--- src/rtl/vedic_mult_8x8_seq_ctrl.sv ---
// -----------------------------------------------------------------------------
// vedic_mult_8x8_seq_ctrl
//
// Computes an 8x8 -> 16-bit product by time-sharing one external 4x4
// combinational or pipelined multiplier over four nibble partial products.
// The partial products are shifted and accumulated into a 16-bit register.
//
// Configuration macro: VEDIC_SEQ_SIGNED_EN
//   - defined:   in_a/in_b are two's complement. Magnitudes are multiplied and
//                the sign is applied to the final sum.
//   - undefined: operands are unsigned and no sign logic is built.
//
// Parameter:
//   MUL_LAT  extra cycles to wait after driving mul_a/mul_b before mul_p is
//            sampled. 0 means mul_p is sampled in the same cycle.
//
// Ports:
//   clk        clock, rising edge
//   rst        synchronous active-high reset
//   in_valid   operand pair valid      | in_ready  high only in IDLE
//   in_a/in_b  8-bit operands
//   out_valid  result valid, held until out_ready
//   out_ready  sink accepts result
//   out_p      16-bit product
//   busy       high in any state other than IDLE
//   mul_a/b    nibble operands to the shared 4x4 multiplier (0 outside MUL)
//   mul_p      8-bit product from the shared multiplier
//   dbg_state  current FSM state (0 IDLE, 1 MUL, 2 DONE)
//
// Handshake: a transfer happens on a rising edge where valid and ready are
// both high. valid, once raised, is held with stable data until that edge.
// ready may depend on state only, never on valid.
// -----------------------------------------------------------------------------
module vedic_mult_8x8_seq_ctrl #(
  parameter int unsigned MUL_LAT = 0
) (
  input  logic        clk,
  input  logic        rst,
  input  logic        in_valid,
  output logic        in_ready,
  input  logic [7:0]  in_a,
  input  logic [7:0]  in_b,
  output logic        out_valid,
  input  logic        out_ready,
  output logic [15:0] out_p,
  output logic        busy,
  output logic [3:0]  mul_a,
  output logic [3:0]  mul_b,
  input  logic [7:0]  mul_p,
  output logic [1:0]  dbg_state
);

  localparam int WW = (MUL_LAT > 0) ? $clog2(MUL_LAT + 1) : 1;

  typedef enum logic [1:0] {
    S_IDLE = 2'd0,
    S_MUL  = 2'd1,
    S_DONE = 2'd2
  } state_e;

  state_e          state_q, state_d;
  logic [7:0]      a_q, a_d;
  logic [7:0]      b_q, b_d;
  logic [15:0]     acc_q, acc_d;
  logic [1:0]      step_q, step_d;
  logic [WW-1:0]   wait_q, wait_d;
  logic [15:0]     out_p_q, out_p_d;
  logic [15:0]     partial;
  logic [15:0]     acc_sum;
  logic [15:0]     final_p;
  logic [7:0]      a_in_mag;
  logic [7:0]      b_in_mag;

`ifdef VEDIC_SEQ_SIGNED_EN
  logic sign_q, sign_d;

  // -128 maps to magnitude 128, which still fits in 8 unsigned bits.
  assign a_in_mag = in_a[7] ? (~in_a + 8'd1) : in_a;
  assign b_in_mag = in_b[7] ? (~in_b + 8'd1) : in_b;
  assign final_p  = sign_q ? (~acc_sum + 16'd1) : acc_sum;
`else
  assign a_in_mag = in_a;
  assign b_in_mag = in_b;
  assign final_p  = acc_sum;
`endif

  always_comb begin
    state_d = state_q;
    a_d     = a_q;
    b_d     = b_q;
    acc_d   = acc_q;
    step_d  = step_q;
    wait_d  = wait_q;
    out_p_d = out_p_q;
    mul_a   = 4'd0;
    mul_b   = 4'd0;
    partial = 16'd0;
    acc_sum = acc_q;
`ifdef VEDIC_SEQ_SIGNED_EN
    sign_d  = sign_q;
`endif
    case (state_q)
      S_IDLE: begin
        if (in_valid) begin
          a_d     = a_in_mag;
          b_d     = b_in_mag;
`ifdef VEDIC_SEQ_SIGNED_EN
          sign_d  = in_a[7] ^ in_b[7];
`endif
          acc_d   = 16'd0;
          step_d  = 2'd0;
          wait_d  = '0;
          state_d = S_MUL;
        end
      end
      S_MUL: begin
        // step bit0 selects the high nibble of a, bit1 the high nibble of b:
        // 0: lo*lo, 1: hi*lo, 2: lo*hi, 3: hi*hi.
        mul_a = step_q[0] ? a_q[7:4] : a_q[3:0];
        mul_b = step_q[1] ? b_q[7:4] : b_q[3:0];
        case (step_q)
          2'd0:    partial = {8'h00, mul_p};
          2'd1,
          2'd2:    partial = {4'h0, mul_p, 4'h0};
          default: partial = {mul_p, 8'h00};
        endcase
        acc_sum = acc_q + partial;
        if (wait_q == WW'(MUL_LAT)) begin
          wait_d = '0;
          acc_d  = acc_sum;
          step_d = step_q + 2'd1;
          if (step_q == 2'd3) begin
            out_p_d = final_p;
            state_d = S_DONE;
          end
        end else begin
          wait_d = wait_q + 1'b1;
        end
      end
      S_DONE: begin
        if (out_ready) state_d = S_IDLE;
      end
      default: state_d = S_IDLE;
    endcase
  end

  always_ff @(posedge clk) begin
    if (rst) begin
      state_q <= S_IDLE;
      a_q     <= 8'd0;
      b_q     <= 8'd0;
      acc_q   <= 16'd0;
      step_q  <= 2'd0;
      wait_q  <= '0;
      out_p_q <= 16'd0;
`ifdef VEDIC_SEQ_SIGNED_EN
      sign_q  <= 1'b0;
`endif
    end else begin
      state_q <= state_d;
      a_q     <= a_d;
      b_q     <= b_d;
      acc_q   <= acc_d;
      step_q  <= step_d;
      wait_q  <= wait_d;
      out_p_q <= out_p_d;
`ifdef VEDIC_SEQ_SIGNED_EN
      sign_q  <= sign_d;
`endif
    end
  end

  assign in_ready  = (state_q == S_IDLE);
  assign busy      = (state_q != S_IDLE);
  assign out_valid = (state_q == S_DONE);
  assign out_p     = out_p_q;
  assign dbg_state = state_q;

endmodule

--- config.mk ---
export PLATFORM = sky130hd
export DESIGN_NAME = vedic_mult_8x8_seq_ctrl
export DESIGN_NICKNAME = d
export VERILOG_FILES = /design/src/rtl/vedic_mult_8x8_seq_ctrl.sv
export SDC_FILE = /design/constraint.sdc
export NUM_CORES = 1
export LEC_CHECK = 0
export ABC_CLOCK_PERIOD_IN_PS = 3800
export CAP_MARGIN = 30
export CORE_UTILIZATION = 52
export DETAILED_ROUTE_END_ITERATION = 6
export GPL_TIMING_DRIVEN = 1
export PLACE_DENSITY_LB_ADDON = 0.08
export REMOVE_ABC_BUFFERS = 1
export SYNTH_ARGS = -nofsm -noshare
export SYNTH_HDL_FRONTEND = slang
export SYNTH_SLANG_ARGS = --single-unit
--- constraint.sdc ---
create_clock -name clk -period 3.8 [get_ports clk]
set_input_delay 0.57 -clock clk [delete_from_list [all_inputs] [get_ports clk]]
set_output_delay 0.57 -clock clk [all_outputs]
set_load 0.01 [all_outputs]
==> impl_metrics.py <==
metrics = {
    "run_status": {
        "outcome": "completed",
    },
    "worst_setup_path": {
        "path_cells": "inv_1, ha_1, nand2_1, o21ai_0, ha_1, a21oi_1, o22ai_1, o21ai_0, a21oi_1, o31ai_1",
        "path_class": "register to register",
        "r2r_end": "acc_q[15]$_SDFFE_PP0P_",
        "arrival_ns": 3.37,
        "crit_start": "step_q[0]$_SDFFE_PP0P_",
        "r2r_cells": 10,
        "cpPeakStageDelay_ns": 0.53,
        "cp-endpoint": "acc_q[15]$_SDFFE_PP0P_",
        "rrSetupSlack_ns": 0.65,
        "critPathRequiredTime_ns": 4.02,
        "worst_setup_path_end_kind": "register",
        "critPathSlowestCell": "dfxtp_1",
        "rr_startpoint": "step_q[0]$_SDFFE_PP0P_",
        "cp-start-kind": "register",
        "crit_fanout": 9,
    },
    "placed_design": {
        "place_area_mm2": 0.003651,
        "gp_congestion": 0.9649,
        "portBuffers": 56,
        "post-place-ws_ns": 0.7028,
        "dpl.hpwl_um": 5857,
    },
    "final_layout": {
        "area_delta_synth_final_pct": 22.39,
        "seq_area_mm2": 0.001041,
        "fillCellCount": 509,
        "fin_nets": 488,
        "multi_input_area_mm2": 0.001899,
        "antenna_cells": 0,
        "drive_gt1_share_pct": 4.299,
        "final_area_mm2": 0.003741,
    },
    "timing": {
        "period_minus_slack_ns": 3.153,
        "timing.hold.ws_ns": 0.4575,
        "fmax_mhz": 317.1,
        "fin_crit_sh_pct": 82.98,
        "hold_viol_final": 0,
        "worst_pin_slew_ns": 0.7779,
        "finalWorstSetupSlack_ns": 0.6467,
        "skew_ns": 0.006043,
        "slew_headroom_pct": 48.14,
        "tns_ns": 0,
        "setup_viol": 0,
        "rsz0062_at_grt": "no",
        "drv_slew": 0,
    },
    "clock_tree": {
        "cts.htree.levels": 2,
        "numCtsBuffers": 5,
        "clockBufferDepth": 2,
        "clk_latency_ns": 0.31,
        "root_buffer": "clkbuf_8",
        "clkTransAtPathRegs_ns": 0.09,
        "post_cts_resize_count": 0,
        "post_cts_buffers": 0,
        "clock_sinks": 52,
        "ctsHoldBuffers": 0,
        "cts_tree": "done",
    },
    "synth": {
        "netlist.area_leader.share_pct": 34.06,
        "syn_area_per_cell_um2": 7.738,
        "synthTopCellsByArea": "dfxtp_1 34%, nand2_1 9.2%, ha_1 7.4%, a21oi_1 5.4%, nor2_1 4.5%",
        "yosysSeqAreaShare_pct": 34.06,
        "yosys_warnings": 0,
        "yosysTopAreaCell": "dfxtp_1",
        "synth_commonest_cells": "75 x nand2_1, 52 x dfxtp_1, 37 x nor2_1",
        "synth_edf_count": 0,
        "ys.flop_type": "dfxtp_1",
        "async_flop_share_pct": 0,
        "ys_ff_latch": 52,
        "ys_types": 55,
        "synth_cells": 395,
        "synth_most_common_cell": "nand2_1",
        "syn-cell-area_mm2": 0.003057,
    },
    "die": {
        "die_w_um": 78.67,
        "floorplan.rows": 27,
        "io_pins": 57,
        "coreArea_mm2": 0.005574,
        "initial_core_util_pct": 54.84,
        "dieArea_mm2": 0.006189,
        "die_h_um": 78.67,
    },
    "pwr": {
        "p_switching_mw": 0.3545,
        "p_total_mw": 1.178,
        "p_comb_share_pct": 22.3,
        "seqPwrFrac_pct": 49.5,
        "ir_worst_vdd_mv": 0.1720,
        "switching_share_pct": 30.08,
        "clkPwrFrac_pct": 28.3,
        "cellPowerDensity_mw_per_mm2": 315.0,
        "p_leak_nw": 1.368,
        "internal_power_mw": 0.8239,
    },
    "route": {
        "firstDrtPassIters": 5,
        "viasPerCell": 5.650,
        "wirelength_um": 7754,
        "final_antenna_net_count": 0,
        "route.detailed.drc": 0,
        "num_vias": 2904,
        "initialDrtViolationCount": 104,
        "wire_per_inst_um": 15.09,
    },
    "hold_path": {
        "hold_depth": 2,
        "min_path_type": "register to register",
    },
    "grt": {
        "grt_max_degree": 37,
        "grt_pass1_wl_um": 12830,
        "grt_overflow": 0,
        "antenna_found_initial": 0,
        "grt_use_total_pct": 26.55,
        "grt_pass1_vias": 2790,
    },
    "run": {
        "cap_viol_max_count": 0,
    },
}
-- layout by cell type, fill, tap and decap left out, types with 2 or more instances in the layout --
master,Yosys,layout
dfxtp_1,52,52
a21o_1,4,4
buf_4,0,3
nand3b_1,4,4
a211o_1,4,4
xor2_1,5,5
xnor2_1,4,4
nand3_1,14,14
o211ai_1,2,2
clkbuf_8,0,6
o21a_1,5,5
nor2_1,37,37
o21bai_1,2,2
mux2i_1,9,9
a311oi_1,2,2
clkbuf_1,16,2
or3_1,3,3
and2_1,8,8
clkdlybuf4s50_1,0,56
a31oi_1,2,2
nand2_1,75,75
o21ai_1,4,4
nor2b_1,3,3
nor3b_1,4,4
inv_1,10,10
o21ai_0,23,23
a211oi_1,6,6
or4_1,3,3
nand4_1,3,3
a221oi_2,2,2
o311ai_1,2,2
a21oi_1,33,33
a22oi_1,5,5
ha_1,18,18
nand2b_1,4,4
nor3_1,3,3
-- critical path: cells and delay by family (launching register included) --
kind	cells	cell delay, ns
buffers and inverters	1	0.11
DFF	1	0.53
adders and majority gates	2	0.81
AOI/OAI and AO/OA	6	1.54
and+or+nand+nor	1	0.08
-- power by group through the flow --
stage / combinational, mW / sequential, mW / clock [mW]
after detailed placement: 0.259 / 0.596 / 0
after CTS: 0.261 / 0.583 / 0.339
after global placement: 0.257 / 0.595 / 0
final: 0.263 / 0.583 / 0.333
after global routing: 0.294 / 0.586 / 0.353
after floorplan: 0.165 / 0.591 / 0
-- registers in the layout (all words and copies together), names as in the netlist --
| name | flops |
|---|---|
| b_q | 8 |
| a_q | 8 |
| dbg_state | 2 |
| out_p | 16 |
| acc_q | 16 |
| step_q | 2 |
-- cell families after synthesis --
family          share of synthesized area [%]
xor+xnor                                2.579
fa+ha+maj                               8.023
compound gates                          23.54
buf+inv                                 3.807
flops                                   34.06
mux                                     2.947
simple gates                            25.05
-- per-stage QoR --
stage                     std cells  util (%)
after floorplan                 375         -
after global placement          506     65.50
after detailed placement        506     65.50
after CTS                       514     67.12
after global routing            514     67.12
final                           514     67.12
-- worst min-delay path by stage --
stage,startpoint,end
3_3_place_gp,a_q[5]$_SDFFE_PP0P_,a_q[5]$_SDFFE_PP0P_
2_1_floorplan,a_q[0]$_SDFFE_PP0P_,a_q[0]$_SDFFE_PP0P_
4_1_cts,out_p[6]$_SDFFE_PP0P_,out_p[6]$_SDFFE_PP0P_
6_report,out_p[6]$_SDFFE_PP0P_,out_p[6]$_SDFFE_PP0P_
3_5_place_dp,out_p[6]$_SDFFE_PP0P_,out_p[6]$_SDFFE_PP0P_
5_1_grt,a_q[7]$_SDFFE_PP0P_,a_q[7]$_SDFFE_PP0P_
-- final cells by class --
type / count / share of cell area (%)
Clock buffer: 8 / 2.408
Sequential cell: 52 / 27.83
Tap cell: 72 / 2.408
Inverter: 10 / 1.003
Multi-Input combinational cell: 313 / 50.77
Timing Repair Buffer: 59 / 15.59
-- layer usage --
metal / wire length [um] / GRT usage (%) / up-vias / share of wire, %
met5: 0 / 0 / - / 0
met2: 3668 / 44.70 / 84 / 47
met1: 3434 / 32.50 / 1318 / 44
li1: - / - / 1483 / -
met3: 423 / 5.349 / 19 / 5.5
met4: 227 / 11.67 / 0 / 2.9
(Power assumes the default switching activity.)
